**src/rtl/led_bank_arbiter.sv**
```systemverilog
// led_bank_arbiter: shares one LED bank between NUM_REQ requesters using
// round-robin grants with an optional hold-time limit. A run is framed by the
// LegUp start/finish handshake and ended by a press-and-release of KEY[3].
module led_bank_arbiter #(
  parameter int NUM_REQ  = 2,
  parameter int LED_W    = 6,
  parameter int MAX_HOLD = 1000,
  parameter int CNT_W    = 16
) (
  input  logic                       clk,
  input  logic                       reset,
  input  logic                       start,
  input  logic [3:0]                 KEY,
  input  logic [NUM_REQ-1:0]         req,
  input  logic [NUM_REQ-1:0]         rel,
  input  logic [NUM_REQ*LED_W-1:0]   led_in,
  output logic [NUM_REQ-1:0]         grant,
  output logic [LED_W-1:0]           LEDR,
  output logic                       timeout,
  output logic                       finish
);

  localparam int IDX_W = $clog2(NUM_REQ);
  localparam logic [IDX_W-1:0]   LAST_RST  = IDX_W'(NUM_REQ - 1);
  localparam logic [NUM_REQ-1:0] ONE_HOT0  = NUM_REQ'(1'b1);
  localparam logic [CNT_W-1:0]   CNT_ONE   = CNT_W'(1'b1);
  // MAX_HOLD of zero disables the limit; guard the MAX_HOLD-1 underflow.
  localparam bit                 HOLD_EN   = (MAX_HOLD != 0);
  localparam logic [CNT_W-1:0]   HOLD_LAST = (MAX_HOLD == 0) ? '0 : CNT_W'(MAX_HOLD - 1);

  typedef enum logic [1:0] {
    IDLE  = 2'd0,
    ARB   = 2'd1,
    GRANT = 2'd2,
    DONE  = 2'd3
  } state_t;

  state_t               state_q, state_d;
  logic [NUM_REQ-1:0]   grant_q, grant_d;
  logic [LED_W-1:0]     ledr_q, ledr_d;
  logic                 timeout_q, timeout_d;
  logic                 finish_q, finish_d;
  logic [IDX_W-1:0]     last_q, last_d;
  logic [CNT_W-1:0]     cnt_q, cnt_d;
  logic                 seen_low_q, seen_low_d;
  logic                 stop_q, stop_d;
  logic                 key_meta_q, key_sync_q;

  logic                 found_s;
  logic [IDX_W-1:0]     pick_s;
  logic [IDX_W:0]       cand_s;
  logic                 take_s;
  logic [LED_W-1:0]     led_sel_s;
  logic                 rel_g_s;
  logic                 req_g_s;
  logic                 hold_hit_s;
  logic                 unused_key_s;

  // Only KEY[3] stops a run; the other keys are deliberately ignored.
  assign unused_key_s = ^KEY[2:0];

  // LED value of the currently granted requester (last holds the grant index).
  assign led_sel_s = led_in[int'(last_q)*LED_W +: LED_W];

  // Two-flop synchronizer for the asynchronous, active-low KEY[3].
  always_ff @(posedge clk or posedge reset) begin
    if (reset) begin
      key_meta_q <= 1'b1;
      key_sync_q <= 1'b1;
    end else begin
      key_meta_q <= KEY[3];
      key_sync_q <= key_meta_q;
    end
  end

  // Stop detection: remember a press seen while running, flag its release.
  always_comb begin
    seen_low_d = seen_low_q;
    stop_d     = stop_q;
    if (state_q == IDLE) begin
      seen_low_d = 1'b0;
      stop_d     = 1'b0;
    end else begin
      if (((state_q == ARB) || (state_q == GRANT)) && !key_sync_q) begin
        seen_low_d = 1'b1;
      end else begin
        seen_low_d = seen_low_q;
      end
      if (key_sync_q && seen_low_q) begin
        stop_d = 1'b1;
      end else begin
        stop_d = stop_q;
      end
    end
  end

  // Round-robin search starting just after the last granted index.
  always_comb begin
    found_s = 1'b0;
    pick_s  = '0;
    cand_s  = '0;
    take_s  = 1'b0;
    for (int o = 1; o <= NUM_REQ; o++) begin
      cand_s = {1'b0, last_q} + (IDX_W+1)'(o);
      cand_s = (cand_s >= (IDX_W+1)'(NUM_REQ)) ? (cand_s - (IDX_W+1)'(NUM_REQ)) : cand_s;
      take_s  = !found_s && req[cand_s[IDX_W-1:0]];
      pick_s  = take_s ? cand_s[IDX_W-1:0] : pick_s;
      found_s = found_s | take_s;
    end
  end

  // Next-state and registered-output logic for the arbitration FSM.
  always_comb begin
    state_d    = state_q;
    grant_d    = grant_q;
    ledr_d     = ledr_q;
    timeout_d  = 1'b0;
    finish_d   = 1'b0;
    last_d     = last_q;
    cnt_d      = cnt_q;
    rel_g_s    = rel[last_q];
    req_g_s    = req[last_q];
    hold_hit_s = HOLD_EN && (cnt_q == HOLD_LAST);
    case (state_q)
      IDLE: begin
        grant_d = '0;
        ledr_d  = '0;
        cnt_d   = '0;
        if (start) begin
          state_d = ARB;
        end else begin
          state_d = IDLE;
        end
      end
      ARB: begin
        // A pending stop wins over any outstanding request.
        if (stop_q) begin
          state_d  = DONE;
          finish_d = 1'b1;
          ledr_d   = '0;
          grant_d  = '0;
        end else if (found_s) begin
          state_d = GRANT;
          grant_d = ONE_HOT0 << pick_s;
          last_d  = pick_s;
          cnt_d   = '0;
        end else begin
          state_d = ARB;
        end
      end
      GRANT: begin
        ledr_d = led_sel_s;
        cnt_d  = cnt_q + CNT_ONE;
        if (rel_g_s || !req_g_s || hold_hit_s) begin
          grant_d   = '0;
          state_d   = ARB;
          // Only a pure hold-limit revocation is reported as a timeout.
          timeout_d = hold_hit_s && !rel_g_s && req_g_s;
        end else begin
          state_d = GRANT;
        end
      end
      DONE: begin
        grant_d = '0;
        ledr_d  = '0;
        state_d = IDLE;
      end
      default: begin
        state_d = IDLE;
        grant_d = '0;
        ledr_d  = '0;
      end
    endcase
  end

  // State and output registers; reset discards any pending stop.
  always_ff @(posedge clk or posedge reset) begin
    if (reset) begin
      state_q    <= IDLE;
      grant_q    <= '0;
      ledr_q     <= '0;
      timeout_q  <= 1'b0;
      finish_q   <= 1'b0;
      last_q     <= LAST_RST;
      cnt_q      <= '0;
      seen_low_q <= 1'b0;
      stop_q     <= 1'b0;
    end else begin
      state_q    <= state_d;
      grant_q    <= grant_d;
      ledr_q     <= ledr_d;
      timeout_q  <= timeout_d;
      finish_q   <= finish_d;
      last_q     <= last_d;
      cnt_q      <= cnt_d;
      seen_low_q <= seen_low_d;
      stop_q     <= stop_d;
    end
  end

  assign grant   = grant_q;
  assign LEDR    = ledr_q;
  assign timeout = timeout_q;
  assign finish  = finish_q;

endmodule

```
**config.mk**
```make
export PLATFORM = sky130hd
export DESIGN_NAME = led_bank_arbiter
export DESIGN_NICKNAME = d
export VERILOG_FILES = /design/src/rtl/led_bank_arbiter.sv
export SDC_FILE = /design/constraint.sdc
export NUM_CORES = 1
export LEC_CHECK = 0
export BUFFER_PORTS_ARGS = -buffer_cell sky130_fd_sc_hd__buf_2
export CAP_MARGIN = 5
export CORE_ASPECT_RATIO = 0.6
export CORE_MARGIN = 2
export CORE_UTILIZATION = 59
export DETAILED_ROUTE_END_ITERATION = 8
export GPL_ROUTABILITY_DRIVEN = 0
export GPL_TIMING_DRIVEN = 0
export PLACE_DENSITY = 0.94
export SLEW_MARGIN = 5
export SYNTH_ARGS = -nofsm -noshare
export SYNTH_HDL_FRONTEND = slang
export SYNTH_SLANG_ARGS = --single-unit
```
**constraint.sdc**
```tcl
create_clock -name clk -period 3.9 [get_ports clk]
set_input_delay 0.78 -clock clk [delete_from_list [all_inputs] [get_ports clk]]
set_output_delay 0.78 -clock clk [all_outputs]
set_load 0.05 [all_outputs]
```
; ---- Word level (Yosys, flattened, before mapping)
; Cells that the tools add are included.
[word_totals]
ff_bits = 33
latchBits = 0
ram_bits = 0
rom_bits = 0
in_bits = 23
output_inout_bits = 10
elab_cells = 89
memories = 0
[op_classes]
addsub = 5
n_mul = 1
div = 0
magnitude_cmp = 5
n_eq_ne = 9
shift = 2
n_mux = 34
bitwise_logic = 2
n_reduce_logical = 20
[ops]
columns = op, n
row1 = $pmux 16 s3, 1
row2 = $mux 16, 2
row3 = $mux 1, 21
row4 = $pmux 6 s3, 1
row5 = $add 16x1->16 const B, 1
row6 = $eq 16x10->1 const B, 1
row7 = $mux 2, 6
row8 = $shiftx 12x5->6, 1
row9 = $pmux 2 s4, 1
row10 = $lt 1x2->1 const B, 3
row11 = $mux 6, 1
row12 = $ne 2x2->1 const B, 3
row13 = $pmux 2 s3, 1
row14 = $reduce_and 3->1, 2
row15 = $logic_and 1x1->1, 5
row16 = $eq 2x2->1 const B, 2
row17 = $ge 2x2->1 const B, 2
row18 = $logic_not 1->1, 4
row19 = $reduce_bool 2->1, 2
row20 = $logic_or 1x1->1, 3
row21 = $mul 1x2->3 const B, 1
row22 = $ne 3x3->1 const B, 1
row23 = $reduce_bool 3->1, 1
row24 = $add 1x1->2 const B, 1
row25 = 10 further kinds, 11

; ---- Longest topological paths before layout
[logic_depth]
ltp_word = 12
ltp_mapped = 7
ltp_nobuf = 6

; ---- Worst setup path before layout
; Ideal clock, no wire load.
[synth_timing]
path_type = input to register
from = input req[0]
to = register cnt_q[9]
setup_time_ns = 0.066
arrival_time_ns = 1.855
t_required_ns = 3.834
setup_slack_ns = 1.979
stages = 5
n_path_buf = 1
path_cell_list = o21bai_1 > a211o_1 > buf_2 > or4_1 > nand2_1
[synth_via]
elab_chain_len = 7
elab_cells_between_ends = 9
cone_classes = eq/ne: 1 / mux: 4 / bitwise: 1 / reduce/logical: 3
[synth_rtl]
columns = item, line_no
row1 = "start, declared", 14  ; input logic [NUM_REQ-1:0] req,
row2 = $mux 1 (not written as such) (2 in series), 106  ; take_s = !found_s && req[cand_s[IDX_W-1:0]];
row3 = $logic_not 1->1, 106
row4 = $logic_and 1x1->1, 106
row5 = $or 1x1->1 (*), 108  ; found_s = found_s | take_s;
row6 = $ne 2x2->1 (no line) (*), n/a
row7 = $reduce_and 3->1 (no line) (*), n/a
row8 = "end signal, assigned", 195  ; cnt_q <= cnt_d;
row9 = "end, declared", 44  ; logic [CNT_W-1:0] cnt_q, cnt_d;
; Every way passes the cells marked *; elsewhere a longest branch is shown, timed or not. The select of a mux whose other input is x is not followed.
; A chain may end at the register's enable or synchronous reset.

; ---- Worst setup path in the final report
[layout_timing]
from = input req[0]
to = register cnt_q[12]
; The elaborated chain is that of the path after synthesis.

==> metrics.cfg <==
[worst_setup_path]
cp-end-kind = flip-flop
crit_family = buffers and inverters
crit_path_frequent_cell = clkbuf_1
critPathMaxFanout = 10
crit_required_ns = 4.06
critical_path_class = input pin to flip-flop
start_kind = input pin
crit_path_cell_trace = buf_2, o21bai_1, a21o_1, clkbuf_1, clkbuf_1, o21ai_0, o41ai_1
critPathBufInv = 3
arrival_ns = 2.52
critPathSlowestCell = clkbuf_1
critPathMaxStageDelay_ns = 0.42

[clock_tree]
cts_tree = yes
numClockSinks = 33
post_cts_resized = 0
ctsHoldBuffers = 0
clkLatencyLatePin_ns = 0.29
cts_setup_buffers = 0
clockBufferDepth = 2
cts_buffers = 5
clk_pin_slew_ns = 0.07
htree_num_levels = 2
cts_root_buffer = clkbuf_8

[placed_design]
dpl.hpwl_mm = 3.104
post-place-ws_ns = 1.367
io_buffers = 29

[route]
drc = 0
drtAntennaViolNets = 0
first_pass_iters = 4
drt-initial-drc-count = 142
wl_per_cell_um = 16.93
vias_per_cell = 6.221
vias = 1692
finalWirelength_mm = 4.604

[sta]
hold_viol = 0
rsz0062_at_grt = no
drv_slew = 0
setup_viol = 0
fin_ws_ns = 1.541
worst_pin_slew_ns = 0.5090
fin_crit_ns = 2.359
fmax_mhz = 423.9
setup_tns_ns = 0
finClkSkew_ns = 0.003690
period_share_pct = 60.49
slew_headroom_pct = 66.07

[final_layout]
diodes = 0
drive_above_1_share_pct = 22.17
layout.nets = 258
n_fill_cell = 213
syn2layout_area_growth_pct = 16.99

[die]
core_sq_um = 2890
die_h_um = 46.93
dieArea_sq_um = 3545
die_x_um = 75.54
io_pins = 33
rows = 15
initial_core_util_pct = 62.68

[yosys]
synth.area.top_cells = dfrtp_1 41%, o21ai_0 5.2%, nand2_1 5.0%
yosysSeqAreaShare_pct = 45.79
postSynthCellCount = 192
ys.flop_type = dfrtp_1
yosys_register_bits = 33
synthesis.area_sq_um = 1812
synth-edff-count = 0
synth_nets = 221
ys_types = 46
yosysMostFrequentCell = dfrtp_1
yosys.area.top_type = dfrtp_1
yosys_warnings = 0
avgSynthCellArea_sq_um = 9.436
synth_top_area_share_pct = 41.44
synthTopCellsByCount = 30 x dfrtp_1, 24 x nand2_1, 19 x o21ai_0, 12 x nand3_1, 8 x inv_1
async_reset_ff_share_pct = 100.0

[grt]
grt_max_degree = 34
grt_pass1_vias = 1437
grt_pass1_wl_mm = 6.962
antenna_found_initial = 0
grt-ovfl-total = 0
track_usage_pct = 28.33

[power]
power_mw = 1.157
peakVddDrop_mv = 0.3591
p_leak_nw = 1.013
power.density_nw_per_um2 = 546.0

[flow_run]
drv_cap = 0

[status]
status = completed

[hold_path]
hold_path.class = flip-flop to flip-flop

## cell type report
cell class              count  area, sq um  area share [%]
clock inverters             2        10.01          0.4723
repair buffers             30        172.7           8.146
clock buffers               6        72.57           3.424
flip-flops and latches     33        829.5           39.14
multi-input cells         141        909.6           42.92
plain buffers              10        42.54           2.007
inverters                   8        30.03           1.417
well taps                  42        52.55           2.479
## path summary, 6_finish.rpt
kind / startpoint / to / slack, ns / depth (start not counted)
worst max-delay path: req[0] / cnt_q[12] / 1.54 / 7
worst min-delay path: key_meta_q / key_sync_q / 0.36 / 0
worst max register to register: state_q[1] / cnt_q[12] / 1.64 / 7
worst min register to register: key_meta_q / key_sync_q / 0.36 / 0
max in group asynchronous: reset / key_sync_q / 2.99 / 3
min in group asynchronous: reset / LEDR[4] / 0.42 / 2
## cells in the final DEF, fill, tap and decap left out, drive strengths merged, types with 4 or more instances in the layout
master,instances
mux2i,6
ha,6
inv,7
nand3,13
and3,4
o31ai,5
clkbuf,13
o21ai,19
buf,33
a21oi,7
nor2,6
nand2,24
a31oi,7
or4,4
dfrtp,30
## through the flow
step | hold WS [ns] | area (sq um) | std cells | utilization, %
6_report | 0.3600 | 2120 | 272 | 73.33
5_1_grt | 0.3625 | 2120 | 272 | 73.33
4_1_cts | 0.3597 | 2092 | 271 | 72.38
3_5_place_dp | 0.3498 | 2009 | 263 | 69.52
3_3_place_gp | 0.3481 | 2009 | 263 | 69.52
2_1_floorplan | 0.3452 | 1812 | 192 | -
## power by group
part | leakage, nW | switching, mW | internal [mW]
registers | 0.444 | 0.0432 | 0.401
logic | 0.525 | 0.313 | 0.148
clock network | 0.0450 | 0.129 | 0.124
total | 1.01 | 0.485 | 0.672
## logic make-up (layout without fill, tap and decap cells)
group | count (synthesis) | after routing | share of synthesized area, %
AOI/OAI and AO/OA | 52 | 52 | 18.58
adders and majority gates | 6 | 6 | 4.144
buffers and inverters | 18 | 56 | 4.005
DFF | 33 | 33 | 45.79
muxes | 8 | 8 | 4.558
and+or+nand+nor | 75 | 75 | 22.93
## metal layers
layer	wire length, um	global-route usage, %	vias to the layer above	share of wire, %
li1	-	-	785	-
met1	2082	42.64	804	45
met2	1999	38.09	89	43
met3	403	7.511	14	8.8
met4	119	12.98	0	2.6
met5	0	0	-	0
## registers in the layout (all words and copies together), names as in the netlist
name	cells
LEDR	6
state_q	2
timeout	1
grant	2
finish	1
cnt_q	16
key_meta_q	1
stop_q	1
last_q	1
seen_low_q	1
key_sync_q	1
(Power assumes the default switching activity.)
